`config.mk`:
```
export PLATFORM = sky130hd
export DESIGN_NAME = ctrl_pipe_flat
export DESIGN_NICKNAME = d
export VERILOG_FILES = /design/src/rtl/ctrl_pipe_if.sv /design/src/rtl/ctrl_pipe.sv /design/src/flat_wrapper.sv
export SDC_FILE = /design/constraint.sdc
export NUM_CORES = 1
export LEC_CHECK = 0
export CAP_MARGIN = 20
export CORE_AREA = 2 2 90 92
export CTS_CLUSTER_DIAMETER = 80
export CTS_CLUSTER_SIZE = 28
export DETAILED_ROUTE_END_ITERATION = 6
export DIE_AREA = 0 0 92 94
export SYNTH_ARGS = -nofsm -noshare
export SYNTH_HDL_FRONTEND = slang
export SYNTH_SLANG_ARGS = --single-unit
```
`constraint.sdc`:
```
create_clock -name i_clk -period 2.2 [get_ports i_clk]
set_input_delay 0.44 -clock i_clk [delete_from_list [all_inputs] [get_ports i_clk]]
set_output_delay 0.44 -clock i_clk [all_outputs]
set_load 0.02 [all_outputs]
```
`src/rtl/ctrl_pipe_if.sv`:
```
// ID-to-EX control bus for ctrl_pipe: decoded-instruction fields in, registered control bundle out.
// The slave modport is the pipeline register; the master modport is the decode/EX side that drives and observes it.
interface ctrl_pipe_if;
  logic       i_valid;
  logic [6:0] i_opcode;
  logic [2:0] i_funct3;
  logic [6:0] i_funct7;
  logic [5:0] i_format;
  logic [4:0] i_rs1;
  logic [4:0] i_rs2;
  logic [4:0] i_rd;
  logic       i_flush;

  logic       o_stall;
  logic       o_md_busy;
  logic       o_ex_valid;
  logic [2:0] o_ex_alu_op;
  logic [3:0] o_ex_branch_op;
  logic       o_ex_mem_write;
  logic       o_ex_mem_read;
  logic       o_ex_reg_write;
  logic [1:0] o_ex_wb_sel;
  logic       o_ex_alu_src;
  logic       o_ex_pc_src;
  logic [3:0] o_ex_dmem_mask;
  logic       o_ex_sub;
  logic       o_ex_unsigned;
  logic       o_ex_arith;
  logic       o_ex_jalr;
  logic       o_ex_alu_pc;
  logic       o_ex_lui;
  logic       o_ex_md;
  logic       o_ex_illegal;
  logic [4:0] o_ex_rd;
  logic [4:0] o_ex_rs1;
  logic [4:0] o_ex_rs2;

  modport slave (
    input  i_valid, i_opcode, i_funct3, i_funct7, i_format, i_rs1, i_rs2, i_rd, i_flush,
    output o_stall, o_md_busy, o_ex_valid, o_ex_alu_op, o_ex_branch_op, o_ex_mem_write,
           o_ex_mem_read, o_ex_reg_write, o_ex_wb_sel, o_ex_alu_src, o_ex_pc_src,
           o_ex_dmem_mask, o_ex_sub, o_ex_unsigned, o_ex_arith, o_ex_jalr, o_ex_alu_pc,
           o_ex_lui, o_ex_md, o_ex_illegal, o_ex_rd, o_ex_rs1, o_ex_rs2
  );

  modport master (
    output i_valid, i_opcode, i_funct3, i_funct7, i_format, i_rs1, i_rs2, i_rd, i_flush,
    input  o_stall, o_md_busy, o_ex_valid, o_ex_alu_op, o_ex_branch_op, o_ex_mem_write,
           o_ex_mem_read, o_ex_reg_write, o_ex_wb_sel, o_ex_alu_src, o_ex_pc_src,
           o_ex_dmem_mask, o_ex_sub, o_ex_unsigned, o_ex_arith, o_ex_jalr, o_ex_alu_pc,
           o_ex_lui, o_ex_md, o_ex_illegal, o_ex_rd, o_ex_rs1, o_ex_rs2
  );
endinterface

```
`src/rtl/ctrl_pipe.sv`:
```
// RV32I control decoder with an ID/EX pipeline register, load-use bubble insertion,
// branch/jump flush and multi-cycle M-extension sequencing.
module ctrl_pipe #(
  parameter int ENABLE_M   = 1,
  parameter int MUL_CYCLES = 1,
  parameter int DIV_CYCLES = 33,
  parameter int CNT_W      = 6
) (
  input logic        i_clk,
  input logic        i_rst,
  ctrl_pipe_if.slave bus
);

  localparam logic [6:0] OP_LOAD  = 7'b0000011;
  localparam logic [6:0] OP_AUIPC = 7'b0010111;
  localparam logic [6:0] OP_LUI   = 7'b0110111;
  localparam logic [6:0] OP_REG   = 7'b0110011;
  localparam logic [6:0] OP_JALR  = 7'b1100111;
  localparam logic [6:0] F7_ALT   = 7'b0100000;
  localparam logic [6:0] F7_MD    = 7'b0000001;
  localparam logic [CNT_W-1:0] MUL_LOAD = CNT_W'(MUL_CYCLES - 1);
  localparam logic [CNT_W-1:0] DIV_LOAD = CNT_W'(DIV_CYCLES - 1);

  typedef struct packed {
    logic       valid;
    logic [2:0] alu_op;
    logic [3:0] branch_op;
    logic       mem_write;
    logic       mem_read;
    logic       reg_write;
    logic [1:0] wb_sel;
    logic       alu_src;
    logic       pc_src;
    logic [3:0] dmem_mask;
    logic       sub;
    logic       uns;
    logic       arith;
    logic       jalr;
    logic       alu_pc;
    logic       lui;
    logic       md;
    logic       illegal;
    logic [4:0] rd;
    logic [4:0] rs1;
    logic [4:0] rs2;
  } bundle_t;

  bundle_t         ex_q, ex_d, dec;
  logic [CNT_W-1:0] cnt_q, cnt_d;

  logic fmt_r, fmt_i, fmt_s, fmt_b, fmt_u, fmt_j;
  logic is_jalr, is_load, md_pat, one_hot, rs1_used, rs2_used, load_use;

  assign fmt_r    = bus.i_format[0];
  assign fmt_i    = bus.i_format[1];
  assign fmt_s    = bus.i_format[2];
  assign fmt_b    = bus.i_format[3];
  assign fmt_u    = bus.i_format[4];
  assign fmt_j    = bus.i_format[5];
  assign is_jalr  = (bus.i_opcode == OP_JALR);
  assign is_load  = (bus.i_opcode == OP_LOAD);
  assign md_pat   = (bus.i_opcode == OP_REG) && (bus.i_funct7 == F7_MD);
  assign one_hot  = (bus.i_format != 6'd0) && ((bus.i_format & (bus.i_format - 6'd1)) == 6'd0);
  assign rs1_used = fmt_r | fmt_i | fmt_s | fmt_b;
  assign rs2_used = fmt_r | fmt_s | fmt_b;

  // An empty ID slot decodes to the all-zero bundle so EX sees a clean bubble.
  always_comb begin
    dec = '0;
    if (bus.i_valid) begin
      dec.valid     = 1'b1;
      dec.alu_op    = (fmt_r | fmt_i) ? bus.i_funct3 : 3'b000;
      dec.branch_op = {fmt_j | is_jalr, fmt_b ? bus.i_funct3 : 3'b000};
      dec.mem_write = fmt_s;
      dec.mem_read  = is_load;
      dec.reg_write = fmt_r | fmt_i | fmt_u | fmt_j;
      dec.wb_sel    = (fmt_j | is_jalr) ? 2'b01 : (is_load ? 2'b10 : 2'b00);
      dec.alu_src   = !(fmt_r | fmt_b);
      dec.pc_src    = fmt_b | fmt_j | is_jalr;
      if (fmt_s | is_load) begin
        case (bus.i_funct3[1:0])
          2'b00:   dec.dmem_mask = 4'b0001;
          2'b01:   dec.dmem_mask = 4'b0011;
          default: dec.dmem_mask = 4'b1111;
        endcase
      end
      dec.md      = (ENABLE_M != 0) && md_pat;
      dec.sub     = fmt_r && (bus.i_funct7 == F7_ALT) && !dec.md;
      dec.uns     = (((fmt_r | fmt_i) && (bus.i_funct3 == 3'b011)) || (fmt_b && bus.i_funct3[1]))
                    && !dec.md;
      dec.arith   = (fmt_r | fmt_i) && (bus.i_funct3 == 3'b101) && (bus.i_funct7 == F7_ALT)
                    && !dec.md;
      dec.jalr    = is_jalr;
      dec.alu_pc  = (bus.i_opcode == OP_AUIPC);
      dec.lui     = (bus.i_opcode == OP_LUI);
      dec.illegal = !one_hot || (md_pat && (ENABLE_M == 0));
      dec.rd      = bus.i_rd;
      dec.rs1     = bus.i_rs1;
      dec.rs2     = bus.i_rs2;
    end
  end

  assign load_use = ex_q.valid && ex_q.mem_read && (ex_q.rd != 5'd0) && bus.i_valid &&
                    ((rs1_used && (bus.i_rs1 == ex_q.rd)) || (rs2_used && (bus.i_rs2 == ex_q.rd)));

  // Priority: flush, then multi-cycle hold, then load-use bubble, then normal capture.
  always_comb begin
    ex_d        = dec;
    cnt_d       = '0;
    bus.o_stall = 1'b0;
    if (bus.i_flush) begin
      ex_d = '0;
    end else if (cnt_q != '0) begin
      ex_d        = ex_q;
      cnt_d       = cnt_q - CNT_W'(1);
      bus.o_stall = 1'b1;
    end else if (load_use) begin
      ex_d        = '0;
      bus.o_stall = 1'b1;
    end else if (dec.md) begin
      cnt_d = bus.i_funct3[2] ? DIV_LOAD : MUL_LOAD;
    end
    if (i_rst) bus.o_stall = 1'b0;
  end

  always_ff @(posedge i_clk) begin
    if (i_rst) begin
      ex_q  <= '0;
      cnt_q <= '0;
    end else begin
      ex_q  <= ex_d;
      cnt_q <= cnt_d;
    end
  end

  assign bus.o_md_busy      = (cnt_q != '0);
  assign bus.o_ex_valid     = ex_q.valid;
  assign bus.o_ex_alu_op    = ex_q.alu_op;
  assign bus.o_ex_branch_op = ex_q.branch_op;
  assign bus.o_ex_mem_write = ex_q.mem_write;
  assign bus.o_ex_mem_read  = ex_q.mem_read;
  assign bus.o_ex_reg_write = ex_q.reg_write;
  assign bus.o_ex_wb_sel    = ex_q.wb_sel;
  assign bus.o_ex_alu_src   = ex_q.alu_src;
  assign bus.o_ex_pc_src    = ex_q.pc_src;
  assign bus.o_ex_dmem_mask = ex_q.dmem_mask;
  assign bus.o_ex_sub       = ex_q.sub;
  assign bus.o_ex_unsigned  = ex_q.uns;
  assign bus.o_ex_arith     = ex_q.arith;
  assign bus.o_ex_jalr      = ex_q.jalr;
  assign bus.o_ex_alu_pc    = ex_q.alu_pc;
  assign bus.o_ex_lui       = ex_q.lui;
  assign bus.o_ex_md        = ex_q.md;
  assign bus.o_ex_illegal   = ex_q.illegal;
  assign bus.o_ex_rd        = ex_q.rd;
  assign bus.o_ex_rs1       = ex_q.rs1;
  assign bus.o_ex_rs2       = ex_q.rs2;

endmodule

```
`src/flat_wrapper.sv`:
```
// flat-port wrapper written by rule: the top's interface ports become plain ports
module ctrl_pipe_flat 
#(
  parameter int ENABLE_M   = 1,
  parameter int MUL_CYCLES = 1,
  parameter int DIV_CYCLES = 33,
  parameter int CNT_W      = 6
)
  (i_clk, i_rst, bus_i_valid, bus_i_opcode, bus_i_funct3, bus_i_funct7, bus_i_format, bus_i_rs1, bus_i_rs2, bus_i_rd, bus_i_flush, bus_o_stall, bus_o_md_busy, bus_o_ex_valid, bus_o_ex_alu_op, bus_o_ex_branch_op, bus_o_ex_mem_write, bus_o_ex_mem_read, bus_o_ex_reg_write, bus_o_ex_wb_sel, bus_o_ex_alu_src, bus_o_ex_pc_src, bus_o_ex_dmem_mask, bus_o_ex_sub, bus_o_ex_unsigned, bus_o_ex_arith, bus_o_ex_jalr, bus_o_ex_alu_pc, bus_o_ex_lui, bus_o_ex_md, bus_o_ex_illegal, bus_o_ex_rd, bus_o_ex_rs1, bus_o_ex_rs2);
  ctrl_pipe_if bus_i ();
  input logic i_clk;
  input logic i_rst;
  input wire logic [$bits(bus_i.i_valid)-1:0] bus_i_valid;
  input wire logic [$bits(bus_i.i_opcode)-1:0] bus_i_opcode;
  input wire logic [$bits(bus_i.i_funct3)-1:0] bus_i_funct3;
  input wire logic [$bits(bus_i.i_funct7)-1:0] bus_i_funct7;
  input wire logic [$bits(bus_i.i_format)-1:0] bus_i_format;
  input wire logic [$bits(bus_i.i_rs1)-1:0] bus_i_rs1;
  input wire logic [$bits(bus_i.i_rs2)-1:0] bus_i_rs2;
  input wire logic [$bits(bus_i.i_rd)-1:0] bus_i_rd;
  input wire logic [$bits(bus_i.i_flush)-1:0] bus_i_flush;
  output wire logic [$bits(bus_i.o_stall)-1:0] bus_o_stall;
  output wire logic [$bits(bus_i.o_md_busy)-1:0] bus_o_md_busy;
  output wire logic [$bits(bus_i.o_ex_valid)-1:0] bus_o_ex_valid;
  output wire logic [$bits(bus_i.o_ex_alu_op)-1:0] bus_o_ex_alu_op;
  output wire logic [$bits(bus_i.o_ex_branch_op)-1:0] bus_o_ex_branch_op;
  output wire logic [$bits(bus_i.o_ex_mem_write)-1:0] bus_o_ex_mem_write;
  output wire logic [$bits(bus_i.o_ex_mem_read)-1:0] bus_o_ex_mem_read;
  output wire logic [$bits(bus_i.o_ex_reg_write)-1:0] bus_o_ex_reg_write;
  output wire logic [$bits(bus_i.o_ex_wb_sel)-1:0] bus_o_ex_wb_sel;
  output wire logic [$bits(bus_i.o_ex_alu_src)-1:0] bus_o_ex_alu_src;
  output wire logic [$bits(bus_i.o_ex_pc_src)-1:0] bus_o_ex_pc_src;
  output wire logic [$bits(bus_i.o_ex_dmem_mask)-1:0] bus_o_ex_dmem_mask;
  output wire logic [$bits(bus_i.o_ex_sub)-1:0] bus_o_ex_sub;
  output wire logic [$bits(bus_i.o_ex_unsigned)-1:0] bus_o_ex_unsigned;
  output wire logic [$bits(bus_i.o_ex_arith)-1:0] bus_o_ex_arith;
  output wire logic [$bits(bus_i.o_ex_jalr)-1:0] bus_o_ex_jalr;
  output wire logic [$bits(bus_i.o_ex_alu_pc)-1:0] bus_o_ex_alu_pc;
  output wire logic [$bits(bus_i.o_ex_lui)-1:0] bus_o_ex_lui;
  output wire logic [$bits(bus_i.o_ex_md)-1:0] bus_o_ex_md;
  output wire logic [$bits(bus_i.o_ex_illegal)-1:0] bus_o_ex_illegal;
  output wire logic [$bits(bus_i.o_ex_rd)-1:0] bus_o_ex_rd;
  output wire logic [$bits(bus_i.o_ex_rs1)-1:0] bus_o_ex_rs1;
  output wire logic [$bits(bus_i.o_ex_rs2)-1:0] bus_o_ex_rs2;
  assign bus_i.i_valid = bus_i_valid;
  assign bus_i.i_opcode = bus_i_opcode;
  assign bus_i.i_funct3 = bus_i_funct3;
  assign bus_i.i_funct7 = bus_i_funct7;
  assign bus_i.i_format = bus_i_format;
  assign bus_i.i_rs1 = bus_i_rs1;
  assign bus_i.i_rs2 = bus_i_rs2;
  assign bus_i.i_rd = bus_i_rd;
  assign bus_i.i_flush = bus_i_flush;
  assign bus_o_stall = bus_i.o_stall;
  assign bus_o_md_busy = bus_i.o_md_busy;
  assign bus_o_ex_valid = bus_i.o_ex_valid;
  assign bus_o_ex_alu_op = bus_i.o_ex_alu_op;
  assign bus_o_ex_branch_op = bus_i.o_ex_branch_op;
  assign bus_o_ex_mem_write = bus_i.o_ex_mem_write;
  assign bus_o_ex_mem_read = bus_i.o_ex_mem_read;
  assign bus_o_ex_reg_write = bus_i.o_ex_reg_write;
  assign bus_o_ex_wb_sel = bus_i.o_ex_wb_sel;
  assign bus_o_ex_alu_src = bus_i.o_ex_alu_src;
  assign bus_o_ex_pc_src = bus_i.o_ex_pc_src;
  assign bus_o_ex_dmem_mask = bus_i.o_ex_dmem_mask;
  assign bus_o_ex_sub = bus_i.o_ex_sub;
  assign bus_o_ex_unsigned = bus_i.o_ex_unsigned;
  assign bus_o_ex_arith = bus_i.o_ex_arith;
  assign bus_o_ex_jalr = bus_i.o_ex_jalr;
  assign bus_o_ex_alu_pc = bus_i.o_ex_alu_pc;
  assign bus_o_ex_lui = bus_i.o_ex_lui;
  assign bus_o_ex_md = bus_i.o_ex_md;
  assign bus_o_ex_illegal = bus_i.o_ex_illegal;
  assign bus_o_ex_rd = bus_i.o_ex_rd;
  assign bus_o_ex_rs1 = bus_i.o_ex_rs1;
  assign bus_o_ex_rs2 = bus_i.o_ex_rs2;
  ctrl_pipe #(.ENABLE_M(ENABLE_M), .MUL_CYCLES(MUL_CYCLES), .DIV_CYCLES(DIV_CYCLES), .CNT_W(CNT_W)) u_core (.i_clk(i_clk), .i_rst(i_rst), .bus(bus_i));
endmodule
```
# Yosys cells after proc, flatten, opt, wreduce, memory -nomap -nowiden
# Index checks and enable logic that the tools add are counted.
[totals]
register_bits = 48
inputBits = 42
out_inout_bits = 44
wordCells = 92
[op_classes]
add_sub_neg = 2
n_eq_ne = 12
mux = 16
bitwise = 13
reduce_logical = 27
[ops]
columns = ["operator", "count"]
rows = [
  ["two-way mux 42 bit", 2],
  ["two-way mux 6 bit", 4],
  ["== test 7 x 6 -> 1 bit, second input constant", 3],
  ["logical AND 1 bit", 16],
  ["OR 1 bit", 12],
  ["nonzero test 6 bit", 2],
  ["subtractor 6 x 1 -> 6 bit, second input constant", 2],
  ["== test 5 bit", 2],
  ["one-hot mux 4 bit (2 select lines)", 1],
  ["== test 7 x 1 -> 1 bit, second input constant", 1],
  ["== test 7 x 2 -> 1 bit, second input constant", 1],
  ["== test 7 x 5 -> 1 bit, second input constant", 1],
  ["== test 7 bit, second input constant", 1],
  ["AND 6 bit", 1],
  ["logical NOT 6 bit", 1],
  ["two-way mux 3 bit", 2],
  ["nonzero test 5 bit", 1],
  ["two-way mux 1 bit", 4],
  ["two-way mux 2 bit", 2],
  ["two-way mux 4 bit", 1],
  ["== test 3 x 2 -> 1 bit, second input constant", 1],
  ["== test 3 bit, second input constant", 1],
  ["logical NOT 1 bit", 3],
  ["== test 2 x 1 -> 1 bit, second input constant", 1],
  ["3 further kinds", 4],
]

# Logic depth before layout (Yosys ltp)
[logic_depth]
word_depth = 10
ltp_mapped = 9
ltp_nobuf = 7

# Worst setup path after synthesis
# No wires, ideal clock.
[synth_timing]
path_kind = "input-to-output"
start = "input bus_i_format[3]"
end = "output bus_o_stall"
arrival_ns = 1.574
required_ns = 1.760
path_slack_ns = 0.186
path_stages = 5
n_path_buf = 1
cell_sequence = "clkbuf_1 -> o41ai_1 -> o22a_1 -> nor2_1 -> o21a_1"
[synth_between]
elab_chain_len = 8
elab_cells_between_ends = 10
cone_classes = "4 x mux; 2 x bitwise; 4 x reduce/logical"
[synth_rtl]
columns = ["item", "line", "source"]
rows = [
  ["from (decl)", "flat_wrapper.sv:17", "input wire logic [$bits(bus_i.i_format)-1:0] bus_i_format;"],
  ["OR 1 bit, on equally long branches", "ctrl_pipe.sv:64, ctrl_pipe.sv:65", ""],
  ["logical AND 1 bit", "ctrl_pipe.sv:104", "((rs1_used && (bus.i_rs1 == ex_q.rd)) || (rs2_used && (bus.i_rs2 == ex_q.rd)));"],
  ["logical OR 1 bit *", "ctrl_pipe.sv:104", ""],
  ["logical AND 1 bit *", "ctrl_pipe.sv:103", "assign load_use = ex_q.valid && ex_q.mem_read && (ex_q.rd != 5'd0) && bus.i_valid &&"],
  ["two-way mux 1 bit *", "ctrl_pipe.sv:117", "end else if (load_use) begin"],
  ["two-way mux 1 bit *", "ctrl_pipe.sv:113", "end else if (cnt_q != '0) begin"],
  ["two-way mux 1 bit *", "ctrl_pipe.sv:111", "if (bus.i_flush) begin"],
  ["two-way mux 1 bit *", "ctrl_pipe.sv:123", "if (i_rst) bus.o_stall = 1'b0;"],
  ["to (decl)", "flat_wrapper.sv:22", "output wire logic [$bits(bus_i.o_stall)-1:0] bus_o_stall;"],
]
# Mark *: on every way between the ends. The rest lies on a longest branch, timed or not.

# Worst setup path in the final report
[layout_timing]
start = "register u_core.ex_q, in the netlist u_core.bus.o_ex_rd[2]"
end = "output bus_o_stall"
[layout_between]
elab_chain_len = 8
elab_cells_between_ends = 13
cone_classes = "2 x eq/ne; 4 x mux; 7 x reduce/logical"
[layout_rtl]
columns = ["item", "line", "source"]
rows = [
  ["from (decl)", "ctrl_pipe.sv:48", "bundle_t ex_q, ex_d, dec;"],
  ["from (signal assigned)", "ctrl_pipe.sv:128", "ex_q <= '0;"],
  ["from (signal assigned)", "ctrl_pipe.sv:131", "ex_q <= ex_d;"],
  ["== test 5 bit / nonzero test 5 bit (equally long branches)", "ctrl_pipe.sv:104, ctrl_pipe.sv:103", ""],
  ["logical AND 1 bit, on equally long branches", "ctrl_pipe.sv:104, ctrl_pipe.sv:103", ""],
  ["logical OR 1 bit / logical AND 1 bit (equally long branches)", "ctrl_pipe.sv:104, ctrl_pipe.sv:103", ""],
  ["logical AND 1 bit *", "ctrl_pipe.sv:103", ""],
  ["two-way mux 1 bit *", "ctrl_pipe.sv:117", ""],
  ["two-way mux 1 bit *", "ctrl_pipe.sv:113", ""],
  ["two-way mux 1 bit *", "ctrl_pipe.sv:111", ""],
  ["two-way mux 1 bit *", "ctrl_pipe.sv:123", ""],
]
# Marked as above.

==> results.toml <==
[run_status]
status = "complete, but fails checks"
violations = "setup timing"

[logic_synthesis]
synth_area_leaders = "dfxtp_1 (48%), a22o_1 (10%), xnor2_1 (5.5%)"
post_synth_mux_area_share = 0.00520
ys_ff_latch = 46
synth_cells = 200
synth_cell_types = 41
synth_enable_flop_cells = 0
synthAdderAreaFrac = 0.0130
synth_xor_area_frac = 0.0638
synthesis.area_um2 = 1920
synth_top_area_frac = 0.479
synth_top_family_by_area = "compound AO/OA/AOI/OAI gates"
synth_area_per_cell_um2 = 9.62
synth_area_leader_cell = "dfxtp_1"
async_flop_share = 0
synth_nets = 244
yosys_warnings = 0
yosys.area_share.simple = 0.175
synth_ff_type = "dfxtp_1"
synth_compound_area_frac = 0.225
seq_area_frac_synth = 0.479

[global_routing]
grt_max_degree = 41
grt_pass1_vias = 1881
overflow = 0
grt_pass1_wl_um = 9100
gr-usage-all-layers = 0.134
grt_antenna_before_repair = 0

[cells_and_area]
layout.cells.non_filler = 416
final_common_cell = "clkdlybuf4s50_1"
n_antenna_cell = 0
finish.instance_area_um2 = 3250
layout-drive-gt1-share = 0.162
fin_nets = 357
area_growth_pct = 68.9
mostFrequentLayoutCells = "clkdlybuf4s50_1 (69), dfxtp_1 (44), buf_4 (29)"

[detailed_routing]
ant_nets = 0
drt_drc_violations_left = 0
wl_um = 5770
avgRoutedWirePerCell_um = 13.9
first_pass_iters = 4
dr.first_iter.drc_count = 52
vias = 1881
vias_per_cell = 4.52

[timing]
setup_violations = 1
hold_viol_final = 0
fin_crit_ns = 2.26
worst_slack_ns = -0.0585
fin_skew_ns = 0.00593
fmax_mhz = 443
tightest_slew_ns = 0.380
post-route-period-util = 1.03
slew_headroom = 0.744
whs_ns = 0.443
drv_slew = 0
rsz0062_at_grt = "true"

[floorplan]
die_width_um = 92
rows = 32
die_y_um = 94
die_area_um2 = 8650
start_util = 0.253
core_um2 = 7610
io_pins = 86

[placed_design]
gp_congestion = 0.762
dp_hpwl_um = 4330
portBuffers = 85
placed_area_um2 = 3050
dpl.cell_count = 401

[clocking]
cts_tree = "yes"
cts_buffers = 5
cts.path.max_buffers = 2
numClockSinks = 46
cts_root_buf = "clkbuf_8"
insertion_delay_ns = 0.29
h-tree-depth = 2
path_clk_slew_ns = 0.08

[critical_path]
endpoint_kind = "primary output"
path_class = "reg -> out"
worstPathMaxFanout = 3
timing.critical_path.required_ns = 1.76
start_kind = "flip-flop"
rrSetupSlack_ns = 0.23
crit_arrival_ns = 1.82

[power]
leakagePower_nw = 1.24
power.density_nw_per_um2 = 755
peakVddDrop_mv = 0.235

[job]
max_cap_viol_count = 0

[min_path]
hp-class = "reg -> reg"
## path summary, 6_finish.rpt
path              cells past startpoint                           end             startpoint
setup / recovery                      5                   bus_o_stall  u_core.bus.o_ex_rd[2]
hold / removal                        1               u_core.cnt_q[0]        u_core.cnt_q[0]
setup reg to reg                      9  u_core.bus.o_ex_branch_op[0]  u_core.bus.o_ex_rd[2]
hold reg to reg                       1               u_core.cnt_q[0]        u_core.cnt_q[0]
## logic make-up (layout without fill, tap and decap cells)
group	Yosys count	after routing
AOI/OAI and AO/OA	54	54
xor gates and xnor gates	14	14
adders and majority gates	2	2
buffers and inverters	14	128
DFF	46	46
muxes	1	1
and+or+nand+nor	69	69
## synthesized netlist by cell type (2+ instances only)
| cell type | number |
|---|---|
| dfxtp_1 | 46 |
| nor3_1 | 5 |
| buf_4 | 2 |
| ha_1 | 2 |
| nor2b_1 | 3 |
| inv_1 | 3 |
| o31ai_1 | 6 |
| nand2b_1 | 2 |
| a22o_1 | 22 |
| nor4_1 | 2 |
| buf_6 | 2 |
| nand4_1 | 3 |
| xor2_1 | 2 |
| a32o_1 | 4 |
| o21ai_0 | 10 |
| nand3_1 | 2 |
| clkbuf_1 | 7 |
| nor2_1 | 18 |
| xnor2_1 | 12 |
| nand2_1 | 23 |
| nor4b_1 | 2 |
| nor3b_1 | 3 |
## per-stage QoR
stage	util	setup slack [ns]	TNS [ns]	power, mW
after global placement	0.401	-0.633	-0.763	1.92
after floorplan	-	0.186	0	1.51
after CTS	0.423	-0.0565	-0.0565	2.48
after global routing	0.427	-0.120	-0.120	2.59
after detailed placement	0.401	-0.637	-0.837	1.93
final	0.427	-0.0585	-0.0585	2.45
## area by class of cell
cell class                 instances  area [µm²]
tap                              102         128
sequential                        46         923
timing repair buffer             117        1100
clock buffer                       7        86.3
inverter                           3        11.3
fill                             760        4360
clock inverter                     1        5.00
multi-input combinational        140         992
## power breakdown
| part | internal (mW) | total (mW) | switching [mW] |
|---|---|---|---|
| Combinational | 0.454 | 0.930 | 0.477 |
| Sequential | 0.924 | 0.988 | 0.0642 |
| Clock | 0.254 | 0.532 | 0.278 |
## worst max-delay path: stages, from the launching register on
cell and delay, ns:
dfxtp_2 0.33, or4_4 0.56, o2111ai_4 0.26, nor2_4 0.06
o21a_1 0.18, buf_6 0.13
## sequential cells by signal, indices dropped and copies added, names as in the netlist, 2 cells and up
name and flops:
u_core.bus.o_ex_dmem_mask 3, u_core.bus.o_ex_alu_op 3, u_core.cnt_q 6, u_core.bus.o_ex_wb_sel 2, u_core.bus.o_ex_branch_op 3, u_core.bus.o_ex_rd 5
u_core.bus.o_ex_rs2 5, u_core.bus.o_ex_rs1 5
## repair_timing
item                                    CTS  global route
hold buffers                              0             0
pin swaps                                 7             5
gates resized for setup                  33             1
setup buffers                             4             3
endpoints found under the setup margin    2             1
## routing by layer
layer	vias up	track usage	part of all wire
met4	0	0.0386	0.010
li1	953	-	-
met3	6	0.0522	0.074
met2	63	0.214	0.45
met1	859	0.167	0.46
met5	-	0	0
Note: power is estimated with default switching activity, not from simulation.
==> edit 1, RTL diff (same flow settings) <==
`ENABLE_M` is set to 1 in 2 places; all go to 0.
--- a/src/rtl/ctrl_pipe.sv
+++ b/src/rtl/ctrl_pipe.sv
@@ -3,3 +3,3 @@
 module ctrl_pipe #(
-  parameter int ENABLE_M   = 1,
+  parameter int ENABLE_M   = 0,
   parameter int MUL_CYCLES = 1,
--- a/src/flat_wrapper.sv
+++ b/src/flat_wrapper.sv
@@ -3,3 +3,3 @@
 #(
-  parameter int ENABLE_M   = 1,
+  parameter int ENABLE_M   = 0,
   parameter int MUL_CYCLES = 1,
Behaviour: not the same (a bounded check fails within 4 cycles, from zero or initial values).
==> edit 1 against the unedited design <==
The flow still finishes with violations (negative setup slack); wire length fell by 3.4%; register-to-register slack got worse by 0.15 ns; via count down 4.7%; final area decreased by 6.2%; worst hold slack improved by 0.0050 ns; setup slack worse by 0.052 ns; sequential cell count decreased by 1; synthesized area shrank 4.6%; critical path type is now input port to output port; critical endpoint unchanged; largest cell class unchanged.
Power is not compared: it rests on default switching activity, and its combinational part moved more than twofold at a synthesized area within 25%.
==> edit 1: results (changes against the unedited design) <==
global_routing:
  grt_max_degree: 39  # was 41
  first_global_vias: 1828  # was 1881
  grt_pass1_wl_um: 8950  # was 9100 µm
  grt_usage: 0.131  # was 0.134
placed_design:
  io_buffers: 84  # was 85
  placed_cell_area_mm2: 0.00291  # was 0.00305 mm²
  dp_hpwl_um: 4170  # was 4330 µm
  gp_congestion: 0.734  # was 0.762
setup_path:
  startpoint: "bus_i_rs1[3]"  # was u_core.bus.o_ex_rd[2]
  worst-path-max-fanout: 2  # was 3
  rr_worst_depth: 7  # was 9
  timing.rr.start: "u_core.bus.o_ex_rd[1]"  # was u_core.bus.o_ex_rd[2]
  reg2reg_setup_slack_ns: 0.08  # was 0.23 ns
  crit_end: "bus_o_stall"  # unchanged
  r2r_end: "u_core.bus.o_ex_wb_sel[1]"  # was u_core.bus.o_ex_branch_op[0]
hold_path:
  hp-start: "u_core.cnt_q[0]"  # unchanged
  whs_endpoint: "u_core.cnt_q[0]"  # unchanged
  hold_class: "register to register"  # unchanged
cts:
  cts.repair.resized: 20  # was 33
  clock-root-buffer: "clkbuf_8"  # unchanged
  post_cts_buffers: 1  # was 4
  clkTransAtPathRegs_ns: 0.09
  htreeDepth: 2  # unchanged
final_layout:
  nets: 335  # was 357
  num_antenna_cells: 0  # unchanged
  top_register: "u_core.cnt_q"  # unchanged
  drive_above_1_share: 0.144  # was 0.162
logic_synthesis:
  synth_fa_ha_area_frac: 0.00682  # was 0.0130
  synthTopCellsByCount: "45 x dfxtp_1, 20 x a22o_1, 20 x nand2_1, 16 x nor2_1"  # was 46 x dfxtp_1, 23 x nand2_1, 22 x a22o_1, 18 x nor2_1, 12 x xnor2_1
  synth_compound_area_frac: 0.224  # was 0.225
  ys_types: 38  # was 41
  synth-xor-area-share: 0.0621  # was 0.0638
  yosysWarnings: 0  # unchanged
  synth_nets: 231  # was 244
  synth_area_leaders: "dfxtp_1 49%, a22o_1 9.5%, a32o_1 4.9%, nand2_1 4.1%, xor2_1 3.8%"  # was dfxtp_1 48%, a22o_1 10%, xnor2_1 5.5%, nand2_1 4.5%, nor2_1 3.5%
  ys_seq_area_frac: 0.491  # was 0.479
  muxShareOfSynthArea: 0  # was 0.00520
routing:
  via_per_inst: 4.55  # was 4.52
  drt_iter0_markers: 60  # was 52
  finalWirelength_um: 5580  # was 5770 µm
run_status:
  outcome: "finished with violations"  # unchanged
  violations: "negative setup slack"  # unchanged
sta:
  setup_ws_ns: -0.110  # was -0.0585 ns
  finalSetupViolations: 1  # unchanged
  final.setup_skew_ns: 0.00877  # was 0.00593 ns
  hold_ws_ns: 0.448  # was 0.443 ns
pwr:
  leakage_nw: 1.20
die:
  die_area_mm2: 0.00865  # unchanged
edit 1: final cells by class:
class	instances	area (µm²)
clock buffers	7	86.3
well taps	102	128
multi-input cells	127	876
fillers	782	4560
inverters	4	15.0
repair buffers	109	1040
flip-flops and latches	45	903
edit 1: logic make-up (layout without fill, tap and decap cells):
logic type / after synthesis / count (layout)
compound gates: 52 / 52
xor+xnor: 13 / 13
fa+ha+maj: 1 / 1
buf+inv: 16 / 120
flops: 45 / 45
other cells: 1 / 1
simple gates: 60 / 60
edit 1: power by group through the flow:
| stage | Combinational, mW | Sequential [mW] | Clock (mW) |
|---|---|---|---|
| detailed placement | 0.230 | 0.858 | 0 |
| finish | 0.227 | 0.839 | 0.516 |
| floorplan | 0.0627 | 0.877 | 0 |
| CTS | 0.228 | 0.840 | 0.534 |
| global placement | 0.229 | 0.858 | 0 |
| global route | 0.246 | 0.842 | 0.569 |
edit 1: layer usage:
metal / GRT usage / wire, µm / vias up
met4: 0.0187 / 18 / 0
met2: 0.216 / 2650 / 70
met1: 0.168 / 2500 / 828
li1: - / - / 892
met3: 0.0474 / 401 / 2
met5: 0 / 0 / -
edit 1: metrics by stage:
stage | utilization | worst slack [ns] | cells | TNS [ns]
6_report | 0.401 | -0.110 | 394 | -0.110
5_1_grt | 0.401 | -0.179 | 394 | -0.184
4_1_cts | 0.394 | -0.141 | 393 | -0.141
3_5_place_dp | 0.382 | -0.968 | 385 | -11.47
3_3_place_gp | 0.382 | -0.867 | 385 | -10.36
2_1_floorplan | - | 0.0462 | 188 | 0
edit 1: worst max-delay path, stage by stage:
cell,delay [ns]
dlygate4sd2_1,0.25
xor2_1,0.15
nor4_2,0.37
o311ai_1,0.15
a21o_1,0.21
a21boi_2,0.16
buf_6,0.13
==> edit 2, RTL diff (same flow settings) <==
Made on the original files. Make the reset (`i_rst`) asynchronous in one clocked block.
--- a/src/rtl/ctrl_pipe.sv
+++ b/src/rtl/ctrl_pipe.sv
@@ -125,3 +125,3 @@
 
-  always_ff @(posedge i_clk) begin
+  always_ff @(posedge i_clk or posedge i_rst) begin
     if (i_rst) begin
Function: differs if i_rst is asserted again (counterexample within 4 cycles, from zero or initial values and one cycle with i_rst high); with i_rst held inactive, the same outputs for 10 cycles.
==> edit 2 against the unedited design <==
The flow still finishes with violations (negative setup slack); setup slack lost 0.16 ns; wire length grew 8.6%; largest power group is now combinational cells; clock skew shrank 0.00098 ns; highest routed layer unchanged; sequential cell count is the same; synthesized area grew 11%; final area grew 11%; total power grew 31%; core utilization grew 4.7 points; maximum frequency shrank 6.6%; worst hold slack gained 0.041 ns; clock power shrank 1%; sequential share of layout area grew 3.5 points; global-route usage grew 1.4 points.
==> edit 2: results (changes against the unedited design) <==
setup_path:
  cp_slowest_stage_delay_ns: 0.38  # was 0.56 ns
  r2r_end: "u_core.bus.o_ex_sub"  # was u_core.bus.o_ex_branch_op[0]
  worst-path-max-fanout: 2  # was 3
  timing.rr.start: "u_core.cnt_q[0]"  # was u_core.bus.o_ex_rd[2]
  reg2reg_setup_slack_ns: -0.21  # was 0.23 ns
  start_kind: "register"  # unchanged
  critical-path-slowest-cell: "dfrtp_1"  # was or4_4
routing:
  via_per_inst: 4.70  # was 4.52
  dr_wl_met3_um: 303  # was 429 µm
  wl_met1_um: 2740  # was 2660 µm
  detail_route.wl_per_cell_um: 14.8  # was 13.9 µm
  finalWirelength_um: 6270  # was 5770 µm
  drt_iter0_markers: 42  # was 52
  wl_met2_um: 3170  # was 2620 µm
run_status:
  outcome: "finished with violations"  # unchanged
  violations: "negative setup slack"  # unchanged
cts:
  cts.repair.resized: 17  # was 33
pwr:
  vdd_ir_drop_max_mv: 0.370  # was 0.235 mV
  leakage_nw: 1.55  # was 1.24 nW
logic_synthesis:
  synthArstFlopShare: 1.00  # was 0
  synth_area_leaders: "dfrtp_1 54%, a22o_1 7.0%, xnor2_1 4.5%, nand2_1 4.0%, a32o_1 3.3%"  # was dfxtp_1 48%, a22o_1 10%, xnor2_1 5.5%, nand2_1 4.5%, nor2_1 3.5%
  synth-xor-area-share: 0.0573  # was 0.0638
  ys_seq_area_frac: 0.538  # was 0.479
  muxShareOfSynthArea: 0.00468  # was 0.00520
  synth_compound_area_frac: 0.191  # was 0.225
  ys_types: 39  # was 41
  synth_nets: 243  # was 244
  synth_fa_ha_area_frac: 0.0105  # was 0.0130
global_routing:
  grt_use_met2: 0.250  # was 0.214
  grt_usage: 0.148  # was 0.134
  use_met1: 0.189  # was 0.167
  grt_pass1_wl_um: 10100  # was 9100 µm
  grtUsageMet3: 0.0369  # was 0.0522
  grt_max_degree: 27  # was 41
placed_design:
  io_buffers: 85  # unchanged
  placed_cells: 409  # was 401
  gp_congestion: 0.788  # was 0.762
final_layout:
  multiInputGateArea_mm2: 0.00101  # was 992 µm²
  fillCellCount: 747  # was 760
  n_all_buffers: 125  # was 117
  sh_seq_area: 0.319  # was 0.284
  buf_share: 0.335  # was 0.339
  num-nonclk-inverters: 5  # was 3
  nMultiInputCombCells: 137  # was 140
  clock_area_frac: 0.0253  # was 0.0281
  nets: 363  # was 357
  drive_above_1_share: 0.237  # was 0.162
sta:
  slew_headroom: 0.691  # was 0.744
  hold_ws_ns: 0.484  # was 0.443 ns
  setup_ws_ns: -0.219  # was -0.0585 ns
  finalSetupViolations: 42  # was 1
  finalSetupTns_ns: -5.36  # was -0.0585 ns
  final.setup_skew_ns: 0.00496  # was 0.00593 ns
hold_path:
  hp-start: "u_core.bus.o_ex_lui"  # was u_core.cnt_q[0]
  whs_endpoint: "u_core.bus.o_ex_lui"  # was u_core.cnt_q[0]
  min_delay_path_depth: 2  # was 1
edit 2: cell count changes after synthesis, sizes merged, moves of 2 or more:
cell | before | now
nor3b | 3 | 1
nor2 | 18 | 15
dfrtp | 0 | 46
a32o | 4 | 7
nor4 | 2 | 0
a22o | 22 | 17
o21ai | 11 | 14
buf | 4 | 6
or2 | 0 | 2
dfxtp | 46 | 0
inv | 3 | 5
nand3 | 2 | 4
edit 2: through the flow:
step	area [µm²]	setup slack [ns]	utilization	power, mW
6_report	3610	-0.219	0.474	3.22
5_1_grt	3610	-0.318	0.474	3.42
4_1_cts	3530	-0.212	0.464	3.21
3_5_place_dp	3360	-0.670	0.442	2.58
3_3_place_gp	3360	-0.655	0.442	2.56
2_1_floorplan	2150	-0.0508	-	1.87
edit 2: report_power, final:
part	internal (mW)	leakage, nW	total (mW)	switching, mW
logic	0.838	0.867	1.58	0.743
registers	1.00	0.631	1.12	0.115
clock network	0.254	0.0482	0.526	0.272
